`config.mk`:
```
export PLATFORM = sky130hd
export DESIGN_NAME = tft_spi_rx
export DESIGN_NICKNAME = d
export VERILOG_FILES = /design/src/rtl/tft_spi_pkg.sv /design/src/rtl/tft_spi_rx_sync.sv /design/src/rtl/tft_spi_rx.sv
export SDC_FILE = /design/constraint.sdc
export NUM_CORES = 1
export LEC_CHECK = 0
export CAP_MARGIN = 0
export CORE_ASPECT_RATIO = 0.6
export CORE_UTILIZATION = 30
export CTS_CLUSTER_SIZE = 24
export DETAILED_ROUTE_END_ITERATION = 16
export PLACE_DENSITY_LB_ADDON = 0.12
export SYNTH_ARGS = -nofsm -noshare
export SYNTH_HDL_FRONTEND = slang
export SYNTH_SLANG_ARGS = --single-unit
```
`constraint.sdc`:
```
create_clock -name Clk -period 3.65 [get_ports Clk]
set_input_delay 0.9125 -clock Clk [delete_from_list [all_inputs] [get_ports Clk]]
set_output_delay 0.9125 -clock Clk [all_outputs]
set_load 0.02 [all_outputs]
```
`src/rtl/tft_spi_pkg.sv`:
```
// tft_spi_pkg: shared command codes, decoder state type and default coordinate width
package tft_spi_pkg;
  localparam int COORD_W_DEF = 9;
  localparam logic [7:0] CMD_CASET = 8'h2A;
  localparam logic [7:0] CMD_PASET = 8'h2B;
  localparam logic [7:0] CMD_RAMWR = 8'h2C;
  typedef enum logic [2:0] {ST_IDLE, ST_CASET, ST_PASET, ST_RAMWR_HI, ST_RAMWR_LO} dec_state_t;
endpackage

```
`src/rtl/tft_spi_rx_sync.sv`:
```
// tft_spi_rx_sync: synchronizer chain for the SPI pins; bit 0 (SCK) becomes a rising-edge pulse
module tft_spi_rx_sync #(
  parameter int STAGES = 2,
  parameter int W = 4
) (
  input  logic         Clk,
  input  logic         Reset,
  input  logic [W-1:0] d,
  output logic [W-1:1] q,
  output logic         rise
);
  logic [STAGES-1:0][W-1:0] ff;
  logic prev;
  always_ff @(posedge Clk)
    if (Reset) begin
      ff <= '0;
      prev <= 1'b0;
    end else begin
      ff <= {ff[STAGES-2:0], d};
      prev <= ff[STAGES-1][0];
    end
  assign q = ff[STAGES-1][W-1:1];
  assign rise = ff[STAGES-1][0] & ~prev;
endmodule

```
`src/rtl/tft_spi_rx.sv`:
```
// tft_spi_rx: TFT SPI slave decoder (bytes, CASET/PASET window, RAMWR pixels); TFT_SPI_RX_STATS_EN adds counters
module tft_spi_rx
  import tft_spi_pkg::*;
#(
  parameter int SYNC_STAGES = 2,
  parameter int COORD_W = COORD_W_DEF
) (
  input  logic               Clk,
  input  logic               Reset,
  input  logic               spi_sck,
  input  logic               spi_sda,
  input  logic               spi_cs,
  input  logic               spi_dc,
  output logic               byte_valid,
  output logic [7:0]         byte_data,
  output logic               byte_dc,
  output logic [COORD_W-1:0] col_start,
  output logic [COORD_W-1:0] col_end,
  output logic [COORD_W-1:0] row_start,
  output logic [COORD_W-1:0] row_end,
  output logic               pix_valid,
  output logic [15:0]        pix_data,
  output logic [COORD_W-1:0] pix_x,
  output logic [COORD_W-1:0] pix_y,
`ifdef TFT_SPI_RX_STATS_EN
  output logic [15:0]        cmd_count,
  output logic [23:0]        pix_count,
  output logic [7:0]         err_count,
`endif
  output logic               frame_err
);
  logic sck_rise, sda, cs, dc;
  logic [2:0] cnt;
  logic [7:0] sr, hi;
  logic full, dc_lat, armed, err_now;
  logic [23:0] stage;
  logic [1:0] idx;
  logic [COORD_W-1:0] cx, cy, nx, ny;
  dec_state_t state;

  tft_spi_rx_sync #(.STAGES(SYNC_STAGES), .W(4)) u_sync (
    .Clk(Clk),
    .Reset(Reset),
    .d({spi_dc, spi_cs, spi_sda, spi_sck}),
    .q({dc, cs, sda}),
    .rise(sck_rise)
  );

  assign err_now = cs && cnt != 3'd0;

  // armed stays low after reset until CS is seen high, so a mid-frame reset cannot misalign bytes
  always_ff @(posedge Clk)
    if (Reset) begin
      cnt <= '0;
      sr <= '0;
      full <= 1'b0;
      dc_lat <= 1'b0;
      armed <= 1'b0;
      frame_err <= 1'b0;
      byte_valid <= 1'b0;
      byte_data <= '0;
      byte_dc <= 1'b0;
    end else begin
      frame_err <= err_now;
      byte_valid <= full;
      full <= 1'b0;
      if (full) begin
        byte_data <= sr;
        byte_dc <= dc_lat;
      end
      if (cs) begin
        cnt <= '0;
        sr <= '0;
        armed <= 1'b1;
      end else if (sck_rise && armed) begin
        sr <= {sr[6:0], sda};
        cnt <= cnt + 3'd1;
        if (cnt == 3'd7) begin
          full <= 1'b1;
          dc_lat <= dc;
        end
      end
    end

  assign nx = cx == col_end ? col_start : cx + 1'b1;
  assign ny = cx != col_end ? cy : cy == row_end ? row_start : cy + 1'b1;

  always_ff @(posedge Clk)
    if (Reset) begin
      state <= ST_IDLE;
      idx <= '0;
      stage <= '0;
      hi <= '0;
      cx <= '0;
      cy <= '0;
      col_start <= '0;
      col_end <= '1;
      row_start <= '0;
      row_end <= '1;
      pix_valid <= 1'b0;
      pix_data <= '0;
      pix_x <= '0;
      pix_y <= '0;
    end else begin
      pix_valid <= 1'b0;
      if (full) begin
        if (!dc_lat) begin
          idx <= '0;
          state <= sr == CMD_CASET ? ST_CASET : sr == CMD_PASET ? ST_PASET :
                   sr == CMD_RAMWR ? ST_RAMWR_HI : ST_IDLE;
          if (sr == CMD_RAMWR) begin
            cx <= col_start;
            cy <= row_start;
          end
        end else
          case (state)
            ST_CASET, ST_PASET: begin
              stage <= {stage[15:0], sr};
              idx <= idx + 2'd1;
              if (idx == 2'd3) begin
                state <= ST_IDLE;
                if (state == ST_CASET) begin
                  col_start <= COORD_W'(stage[23:8]);
                  col_end <= COORD_W'({stage[7:0], sr});
                end else begin
                  row_start <= COORD_W'(stage[23:8]);
                  row_end <= COORD_W'({stage[7:0], sr});
                end
              end
            end
            ST_RAMWR_HI: begin
              hi <= sr;
              state <= ST_RAMWR_LO;
            end
            ST_RAMWR_LO: begin
              pix_valid <= 1'b1;
              pix_data <= {hi, sr};
              pix_x <= cx;
              pix_y <= cy;
              cx <= nx;
              cy <= ny;
              state <= ST_RAMWR_HI;
            end
            default: ;
          endcase
      end
    end

`ifdef TFT_SPI_RX_STATS_EN
  always_ff @(posedge Clk)
    if (Reset) begin
      cmd_count <= '0;
      pix_count <= '0;
      err_count <= '0;
    end else begin
      if (full && !dc_lat) cmd_count <= cmd_count + 16'd1;
      if (full && dc_lat && state == ST_RAMWR_LO) pix_count <= pix_count + 24'd1;
      if (err_now && err_count != 8'hFF) err_count <= err_count + 8'd1;
    end
`endif
endmodule
```
* Word level (Yosys, flattened, before mapping)
Index checks and enable logic that the tools add are counted.
** Storage, ports and cells
- Input bits :: 6
- Register bits :: 153
** Operators by class
- Add/sub/neg operators :: 4
- Equal/unequal tests :: 17
- Bitwise operators :: 7
- Reduce and logical (&&, ||, !) cells :: 18
- Multiplexer cells :: 19
** Operator list (number)
- two-way mux 9 bit :: 9
- equality test 8 x 6 -> 1 bit (second input constant) :: 3
- adder 9 x 1 -> 9 bit (second input constant) :: 2
- equality test 9 bit :: 2
- AND reduction 3 bit :: 6
- two-way mux 2 bit :: 5
- AND reduction 5 bit :: 2
- != test 9 bit :: 1
- case mux 3 bit (3 select lines) :: 1
- equality test 3 x 2 -> 1 bit (second input constant) :: 2
- equality test 3 bit (second input constant) :: 2
- two-way mux 3 bit :: 2
- NOT 1 bit :: 6
- OR reduction 3 bit :: 2
- != test 2 x 1 -> 1 bit (second input constant) :: 2
- != test 4 x 1 -> 1 bit (second input constant) :: 1
- AND reduction 4 bit :: 1
- OR reduction 2 bit :: 2
- adder 3 x 1 -> 3 bit (second input constant) :: 1
- equality test 3 x 1 -> 1 bit (second input constant) :: 1
- != test 3 bit (second input constant) :: 1
- nonzero test 3 bit :: 1
- adder 2 x 1 -> 2 bit (second input constant) :: 1
- equality test 2 bit (second input constant) :: 1
- other kinds (6) :: 8

* Logic depth before layout (Yosys ltp)
Gate-level depths: netlist (run 1).
- Word-level depth :: 5
- Mapped depth :: 9

* By module
Synthesis (run 1) repeated with hierarchy kept, for this count alone.
** Second synthesis, totals
- Cells, all modules :: 727
- Area, all modules :: 6178.4 um^2
** Modules (own cells, without submodules)
- tft_spi_rx :: area each 5913.2 um^2, instances 1, cells each 705
- tft_spi_rx_sync :: area each 265.3 um^2, instances 1, cells each 22

* Worst setup path before layout (run 1)
OpenSTA, ideal clock, no wires.
- Path type :: reg-to-reg
- Start point :: register sr[4]
- End point :: register cy[2]
- Buffers on the path :: 4
- Data arrival time :: 2280 ps
- Period minus slack after synthesis :: 2362 ps
- Stages on the path, launching flop included :: 10
- Required time :: 3567 ps
- Setup slack :: 1288 ps
- Cell sequence :: dfxtp_1 -> buf_6 -> or2_0 -> or4_1 -> buf_2 -> and2_4 -> buf_6 -> or4_1 -> buf_2 -> o221ai_1
** On the way
- Cells in the longest elaborated chain, start to end :: 3
** Ends and longest elaborated chain
- from (decl) :: line tft_spi_rx.sv:34 : logic [7:0] sr, hi;
- from (signal assigned) :: line tft_spi_rx.sv:76 : sr <= {sr[6:0], sda};
- equality test 8 x 6 -> 1 bit :: line tft_spi_rx.sv:111 : if (sr == CMD_RAMWR) begin
- nonzero test 2 bit (no line)
- AND reduction 4 bit (no line)
- to (signal assigned) :: line tft_spi_rx.sv:113 : cy <= row_start;
- to (signal assigned) :: line tft_spi_rx.sv:141 : cy <= ny;
- to (decl) :: line tft_spi_rx.sv:38 : logic [COORD_W-1:0] cx, cy, nx, ny;
No other way between the ends.
A chain may end at the register's enable or synchronous reset.

* Worst setup path after layout (run 1)
- Start point :: register full
- End point :: register cy[2]
** On the way
- Cells in the longest elaborated chain, start to end :: 1
** Ends and longest elaborated chain
- from (decl) :: line tft_spi_rx.sv:35 : logic full, dc_lat, armed, err_now;
- from (signal assigned) :: line tft_spi_rx.sv:56 : full <= 1'b0;
- from (signal assigned) :: line tft_spi_rx.sv:66 : full <= 1'b0;
- from (signal assigned) :: line tft_spi_rx.sv:79 : full <= 1'b1;
- AND reduction 4 bit (no line)
No other way between the ends.

==> impl_metrics.tcl, run 1 <==
set metrics [dict create \
    setup_violations 0 \
    cts_tree "built" \
    cts_resized 0 \
    antenna_found_initial 1 \
    post_cts_buffers 0 \
    register_area_mm2 0.003063 \
    relSlewSlack_pct 46.85 \
    core_mm2 0.02007 \
    viasPerCell 4.895 \
    die_w_um 187.3 \
    dr.pass1.iters 5 \
    clock_path_buffers 2 \
    cts_buffers 17 \
    ys_seq_area_share_pct 49.57 \
    crit_required_ps 3910 \
    cp_max_fo 18 \
    synth_area_leaders "dfxtp_1, nand2_1, mux2i_1, a21oi_1, nor2_1" \
    netlist_area_mm2 0.006178 \
    yosys-top-cells-count "nand2_1, dfxtp_1, a21oi_1" \
    synthFlopType "dfxtp_1" \
    startpoint_type "flop" \
    endpoint_kind "flop" \
    slowest_stage "dfxtp_1" \
    grt_overflow_total 0 \
    arrival_ps 3220 \
    gp_congestion 0.8750 \
    nFillCells 2000 \
    status "finished, final reports clean" \
    root_buffer "clkbuf_16" \
    drtIter0Drc 317 \
    cp_cell_sequence "nand3b_1, or4_1, and2_4, nor3_1, o221ai_1" \
    ant_nets 0 \
    clock.fmax_mhz 338.1 \
    synth_top_area_share_pct 49.57 \
    cts-hold-fix-buffers 0 \
    syn_area_per_cell_um2 8.593 \
    path_class "flop to flop" \
    async_reset_ff_share_pct 0 \
    grt_pass1_vias 4873 \
    grt_first_pass_wirelength_um 28190 \
    tns_ps 0 \
    insertedDiodeCount 0 \
    cts.clk_slew.worst_paths_ps 60 \
    nets 788 \
    multi_input_comb_area_mm2 0.002861 \
    syn_nets 731 \
    synth_warnings 0 \
    slew_viol_final 0 \
    grt_max_degree 61 \
    final_area_mm2 0.007774 \
    final.min_clock_period_ps 2958 \
    dp_hpwl_um 12610 \
    hp-class "flop to flop" \
    tightestPinTransition_ps 796.1 \
    grt_usage_pct 17.45 \
    cp_num_buf_inv 0 \
    rows 40 \
    synth_largest_area_cell "dfxtp_1" \
    wirelength_um 18100 \
    start_util_pct 30.79 \
    ioPinCount 88 \
    ir_drop_mv 0.3746 \
    dr_total_vias 5198 \
    syn_inst 719 \
    htreeDepth 4 \
    area_growth_pct 25.82 \
    finClkSkew_ps 7.211 \
    cpPeakStageDelay_ps 840 \
    drive_gt1_share_pct 6.210 \
    synth_cell_types 50 \
    hold_viol 0 \
    wire_per_inst_um 17.04 \
    power_per_cell_area_mw_per_mm2 433.7 \
    die_h_um 113.2 \
    ys_ff_latch 153 \
    clock-sinks 153 \
    p_total_mw 3.371 \
    io_buffers 87 \
    post-route-period-util_pct 81.04 \
    postPlaceCellArea_mm2 0.007224 \
    synth_edf_count 0 \
    rsz0062_at_grt "false" \
    rrSetupSlack_ps 690 \
    clk_latency_ps 420 \
    cp_top_family "simple AND/OR/NAND/NOR gates" \
    power.leakage_nw 2.710 \
    yosysMostFrequentCell "nand2_1" \
    cap_violations 0 \
    die_area_mm2 0.02119 \
    route.detailed.drc 0 \
]
-- power by group --
part           total [mW]  switching (mW)  leakage, nW  internal [mW]
Sequential           1.68         0.00172         1.23           1.67
Combinational      0.0449          0.0331         1.21         0.0118
Clock                1.65           0.700        0.262          0.950
-- state kept, by name (all words and copies together), names as in the netlist, 3 cells and up --
name,count
stage,17
pix_data,16
col_end,9
col_start,9
cx,9
cy,9
pix_x,9
pix_y,9
row_end,9
row_start,9
byte_data,8
hi,8
sr,8
u_sync.ff,5
cnt,3
state,3
u_sync.q,3
-- layout by cell type (no fill, tap or decap), types with 5 or more instances in the layout --
cell type,instances
nand2_1,164
dfxtp_1,153
clkdlybuf4s50_1,86
a21oi_1,71
mux2i_1,54
nor2_1,52
nand3_1,23
xnor2_1,18
nor2b_1,18
clkbuf_16,17
xor2_1,10
buf_4,10
nor3_1,8
a211oi_1,7
nand4_1,6
and3_1,6
o21ai_0,6
ha_1,6
inv_1,5
clkinv_2,5
-- cell families after synthesis --
group	count (synthesis)	share of synthesized area, %
buf+inv	64	4.232
xor+xnor	28	3.969
mux	55	8.931
simple gates	303	21.63
compound gates	109	10.29
flops	153	49.57
fa+ha+maj	7	1.377
-- worst paths after layout --
path,start,to,depth (start not counted)
max,full,cy[2],5
min,u_sync.ff[1],u_sync.q[1],1
max reg2reg,full,cy[2],5
min reg2reg,u_sync.ff[1],u_sync.q[1],1
-- stage by stage --
stage	util, %	hold slack (ps)	setup WS, ps	instances
detailed placement	36.00	427.2	728.4	1030
floorplan	-	413.8	1288	719
global route	38.73	452.3	429.4	1062
finish	38.73	435.5	692.2	1062
global placement	36.00	424.0	797.8	1030
CTS	38.73	442.3	686.0	1062
-- routing by layer --
| metal | part of all wire, % | track usage [%] |
|---|---|---|
| met2 | 40 | 23.79 |
| met5 | 0 | 0 |
| met3 | 4.8 | 3.939 |
| met4 | 0.78 | 4.536 |
| met1 | 55 | 26.91 |
-- area by class of cell --
cell class / count / share of cell area [%]
multi-input cells: 502 / 36.81
well taps: 273 / 4.394
clock buffers: 20 / 5.746
repair buffers: 96 / 12.04
inverters: 6 / 0.2897
clock inverters: 12 / 1.320
flip-flops and latches: 153 / 39.40
(Power assumes the default switching activity.)
==> inputs of run 2 (changes only) <==
==> constraint.sdc (replaced) <==
create_clock -name Clk -period 2.6 [get_ports Clk]
set_input_delay 0.65 -clock Clk [delete_from_list [all_inputs] [get_ports Clk]]
set_output_delay 0.65 -clock Clk [all_outputs]
set_load 0.02 [all_outputs]
==> run 2 against run 1 <==
Net effect: via count is 1.6% higher; sequential share of layout area is 0.79 points lower; core utilization is 0.79 points higher; highest routed layer unchanged; non-clock buffer count is 18 higher; critical path depth stayed put; combinational power is 48% higher; sequential power is 40% higher; register-to-register slack worse by 440 ps; cell area is 2.0% higher.
==> impl_metrics.tcl, run 2 (synthesis gave the netlist of run 1 again) <==
set metrics [dict create \
    post_cts_buffers 0 \
    crit_required_ps 2940 \
    largest_register_ffs 17 \
    root_buffer "clkbuf_16" \
    hold_viol 0 \
    top_register "stage" \
    slowest_stage "or4_1" \
    tightestPinTransition_ps 742.4 \
    finClkSkew_ps 8.715 \
    cp_cell_sequence "nand4bb_1, or4_1, and2_4, or4_1, o221ai_1" \
    fin_ws_ps 248.5 \
    path_class "flop to flop" \
    die_area_mm2 0.02119 \
    power.leakage_nw 2.808 \
    post-route-period-util_pct 90.44 \
    core_mm2 0.02007 \
    grt_max_degree 48 \
    wire_per_inst_um 17.43 \
    cp_max_fo 16 \
    clock.fmax_mhz 425.3 \
    wirelength_um 18820 \
    cp_num_buf_inv 0 \
    dp_worst_setup_slack_ps 265.8 \
    hold_slack_ps 435.8 \
    area_growth_pct 28.39 \
    grt_pass1_vias 5043 \
    route.detailed.drc 0 \
    nFillCells 2031 \
    tns_ps 0 \
    slew_viol_final 0 \
    rows 40 \
    dp_hpwl_um 13110 \
    mostFrequentLayoutCells "nand2_1, dfxtp_1, clkdlybuf4s50_1" \
    cts.clk_slew.worst_paths_ps 60 \
    viasPerCell 4.891 \
    ant_nets 0 \
    register_area_mm2 0.003063 \
    cap_violations 0 \
    mostFrequentLayoutCell "nand2_1" \
    grt_first_pass_wirelength_um 29850 \
    cpPeakStageDelay_ps 660 \
    cp_top_family "simple AND/OR/NAND/NOR gates" \
    dr_total_vias 5282 \
    relSlewSlack_pct 50.36 \
    start_util_pct 30.79 \
    die_h_um 113.2 \
    multi_input_comb_area_mm2 0.002861 \
    drtIter0Drc 456 \
    die_w_um 187.3 \
    arrival_ps 2700 \
    ir_drop_mv 0.4465 \
    drive_gt1_share_pct 8.302 \
    cts_resized 0 \
    setup_violations 0 \
    endpoint_kind "flop" \
    r2r-start "sr[7]" \
    clock-sinks 153 \
    path_common_cell "or4_1" \
    gp_congestion 0.8098 \
    dr.pass1.iters 5 \
    nets 806 \
    final.min_clock_period_ps 2351 \
    cts-hold-fix-buffers 0 \
    startpoint_type "flop" \
    grt_overflow_total 0 \
    antenna_found_initial 0 \
    ioPinCount 88 \
    hp-class "flop to flop" \
    htreeDepth 4 \
    crit_start "sr[7]" \
    rsz0062_at_grt "false" \
    grt_usage_pct 18.48 \
    clock_path_buffers 2 \
    cts_tree "built" \
    status "finished, final reports clean" \
    insertedDiodeCount 0 \
    clk_latency_ps 430 \
    io_buffers 87 \
    power_per_cell_area_mw_per_mm2 612.5 \
    cts_buffers 17 \
    min-delay-start "u_sync.ff[1]" \
    top_regs "stage x17, pix_data x16" \
]
==> run 2: cell types whose count changed in the layout (fill, tap and decap cells not counted) <==
| cell | previous run | this run |
|---|---|---|
| bufinv_16 | 1 | 2 |
| clkinv_2 | 5 | 4 |
| buf_4 | 10 | 28 |
| clkinv_4 | 2 | 1 |
| clkinvlp_4 | 4 | 5 |
==> run 2: final timing paths <==
check | depth (start not counted) | slack, ps | to
worst max-delay path | 5 | 250 | cy[2]
worst min register to register | 1 | 440 | u_sync.q[1]
worst max register to register | 5 | 250 | cy[2]
worst min-delay path | 1 | 440 | u_sync.q[1]
==> run 2: cell type report <==
| class | instances | share of cell area [%] |
|---|---|---|
| Timing Repair Buffer | 114 | 13.50 |
| Clock inverter | 12 | 1.593 |
| Sequential cell | 153 | 38.61 |
| Multi-Input combinational cell | 502 | 36.07 |
| Clock buffer | 20 | 5.631 |
| Tap cell | 273 | 4.306 |
| Inverter | 6 | 0.2839 |
==> run 2: routing by layer <==
layer	global-route usage [%]	share of wire [%]	up-vias	wire length [µm]
met5	0	0	-	0
met4	5.355	1.1	0	212
met3	5.056	8.2	18	1535
met2	26.20	40	173	7477
met1	26.95	51	2519	9599
li1	-	-	2572	-
==> run 2: metrics by stage <==
stage / std cells / util (%) / total power, mW / area, µm²
finish: 1080 / 39.53 / 4.858 / 7933
global route: 1080 / 39.53 / 5.046 / 7933
CTS: 1080 / 39.53 / 4.905 / 7933
detailed placement: 1048 / 36.67 / 2.473 / 7360
global placement: 1048 / 36.67 / 2.471 / 7360
floorplan: 719 / - / 2.446 / 6178
==> run 2: power by group <==
part	switching, mW	leakage (nW)	internal [mW]
Combinational	0.0489	1.31	0.0177
Clock	1.01	0.268	1.43
Sequential	0.00245	1.23	2.35
==> run 2: worst register-to-register path, stage by stage, from the launching register on <==
cell       delay [ps]
dfxtp_1           380
nand4bb_1         260
or4_1             470
and2_4            250
or4_1             670
o221ai_1          240
==> inputs of run 3 (changes only) <==
--- a/config.mk
+++ b/config.mk
@@ -10,7 +10,7 @@
 export CORE_UTILIZATION = 30
 export CTS_CLUSTER_SIZE = 24
 export DETAILED_ROUTE_END_ITERATION = 16
-export PLACE_DENSITY_LB_ADDON = 0.12
+export PLACE_DENSITY = 0.59
 export SYNTH_ARGS = -nofsm -noshare
 export SYNTH_HDL_FRONTEND = slang
 export SYNTH_SLANG_ARGS = --single-unit
==> run 3 against run 2 <==
Net effect: combinational power increased by 0.8%; global-route usage fell by 0.71 points; setup slack lost 18 ps; power up 5.8%; core utilization rose by 0.52 points; die area unchanged; non-clock buffer count is the same; critical path type unchanged.
==> impl_metrics.tcl, run 3 (synthesis gave the netlist of run 1 again) <==
set metrics [dict create \
    status "finished, final reports clean" \
    clock_path_buffers 2 \
    tightestPinTransition_ps 691.4 \
    startpoint_type "flop" \
    rsz0062_at_grt "false" \
    cp_cell_sequence "nand4bb_1, or4_1, and2_4, or4_1, o221ai_1" \
    clock.fmax_mhz 422.1 \
    finClkSkew_ps 13.13 \
    p_switching_mw 1.075 \
    arrival_ps 2710 \
    root_buffer "clkbuf_16" \
    cpPeakStageDelay_ps 640 \
    cts_tree "built" \
    htreeDepth 4 \
    drtIter0Drc 536 \
    hp-class "flop to flop" \
    drive_gt1_share_pct 8.550 \
    busiest_layer "met1" \
    die_w_um 187.3 \
    crit_required_ps 2940 \
    slowest_stage "or4_1" \
    antenna_found_initial 0 \
    top_register "stage" \
    dr.pass1.iters 5 \
    cts_resized 0 \
    post_cts_buffers 0 \
    grt_max_degree 81 \
    tns_ps 0 \
    grt_usage_pct 17.76 \
    grt_pass1_vias 4772 \
    ant_nets 0 \
    ioPinCount 88 \
    use_met1_pct 29.26 \
    slew_viol_final 0 \
    mostFrequentLayoutCells "nand2_1, dfxtp_1, clkdlybuf4s50_1" \
    dpl.cell_count 1048 \
    p_total_mw 5.140 \
    stdcell_count 1080 \
    nFillCells 1969 \
    min-delay-start "u_sync.ff[0]" \
    grt_first_pass_wirelength_um 28780 \
    met3_usage_pct 4.963 \
    cap_violations 0 \
    swShare_pct 20.91 \
    gp_congestion 0.8558 \
    endpoint_kind "flop" \
    clock-sinks 153 \
    nets 806 \
    clk_latency_ps 430 \
    clockPowerShare_pct 52.9 \
    mostFrequentLayoutCell "nand2_1" \
    wire_per_inst_um 16.63 \
    core_mm2 0.02007 \
    cp_max_fo 16 \
    path_common_cell "or4_1" \
    crit_start "sr[7]" \
    register_area_mm2 0.003063 \
    dr_total_vias 5263 \
    rows 40 \
    die_h_um 113.2 \
    final.min_clock_period_ps 2369 \
    route.detailed.drc 0 \
    power.leakage_nw 2.861 \
    multi_input_comb_area_mm2 0.002861 \
    ir_drop_mv 0.5042 \
    start_util_pct 30.79 \
    cts_buffers 17 \
    wirelength_um 17960 \
    io_buffers 87 \
    cts-hold-fix-buffers 0 \
    setup_violations 0 \
    cp_num_buf_inv 0 \
    hold_viol 0 \
    r2r-start "sr[7]" \
    dp_hpwl_um 12410 \
    cts.clk_slew.worst_paths_ps 60 \
    grt_overflow_total 0 \
    largest_register_ffs 17 \
    viasPerCell 4.873 \
    area_growth_pct 30.09 \
    post-route-period-util_pct 91.13 \
    cp_top_family "simple AND/OR/NAND/NOR gates" \
    power_per_cell_area_mw_per_mm2 639.5 \
    relSlewSlack_pct 53.77 \
    hold_slack_ps 442.0 \
    path_class "flop to flop" \
    power_frac_seq_pct 45.8 \
    top_regs "stage x17, pix_data x16" \
    insertedDiodeCount 0 \
    power_frac_comb_pct 1.3 \
    internal-power_mw 4.066 \
    grt_util_met2_pct 21.61 \
    die_area_mm2 0.02119 \
]
==> run 3: routing by layer <==
layer | wire, µm | up-vias
li1 | - | 2570
met1 | 9993 | 2491
met2 | 6556 | 193
met3 | 1312 | 9
met4 | 93 | 0
met5 | 0 | -
==> run 3: worst paths after layout <==
kind,end,slack (ps),depth (start not counted)
worst max-delay path,cy[4],230,5
worst min-delay path,u_sync.ff[4],440,1
worst max register to register,cy[4],230,5
worst min register to register,u_sync.ff[4],440,1
==> run 3: metrics by stage <==
| step | setup slack, ps | area (µm²) | util (%) |
|---|---|---|---|
| 2_1_floorplan | 237.8 | 6178 | - |
| 3_3_place_gp | 340.4 | 7385 | 36.80 |
| 3_5_place_dp | 255.8 | 7385 | 36.80 |
| 4_1_cts | 231.0 | 8038 | 40.05 |
| 5_1_grt | 114.7 | 8038 | 40.05 |
| 6_report | 230.7 | 8038 | 40.05 |
==> run 3: cell type report <==
type / count / area share (%)
Clock buffer: 20 / 5.806
Inverter: 6 / 0.2802
Sequential cell: 153 / 38.11
Multi-Input combinational cell: 502 / 35.60
Tap cell: 273 / 4.250
Clock inverter: 12 / 2.319
Timing Repair Buffer: 114 / 13.64
==> run 3: power by group through the flow <==
| stage | clock, mW | sequential [mW] | combinational (mW) |
|---|---|---|---|
| global placement | 0 | 2.41 | 0.0682 |
| finish | 2.72 | 2.35 | 0.0671 |
| CTS | 2.76 | 2.35 | 0.0681 |
| floorplan | 0 | 2.40 | 0.0415 |
| global route | 2.90 | 2.35 | 0.0746 |
| detailed placement | 0 | 2.41 | 0.0682 |
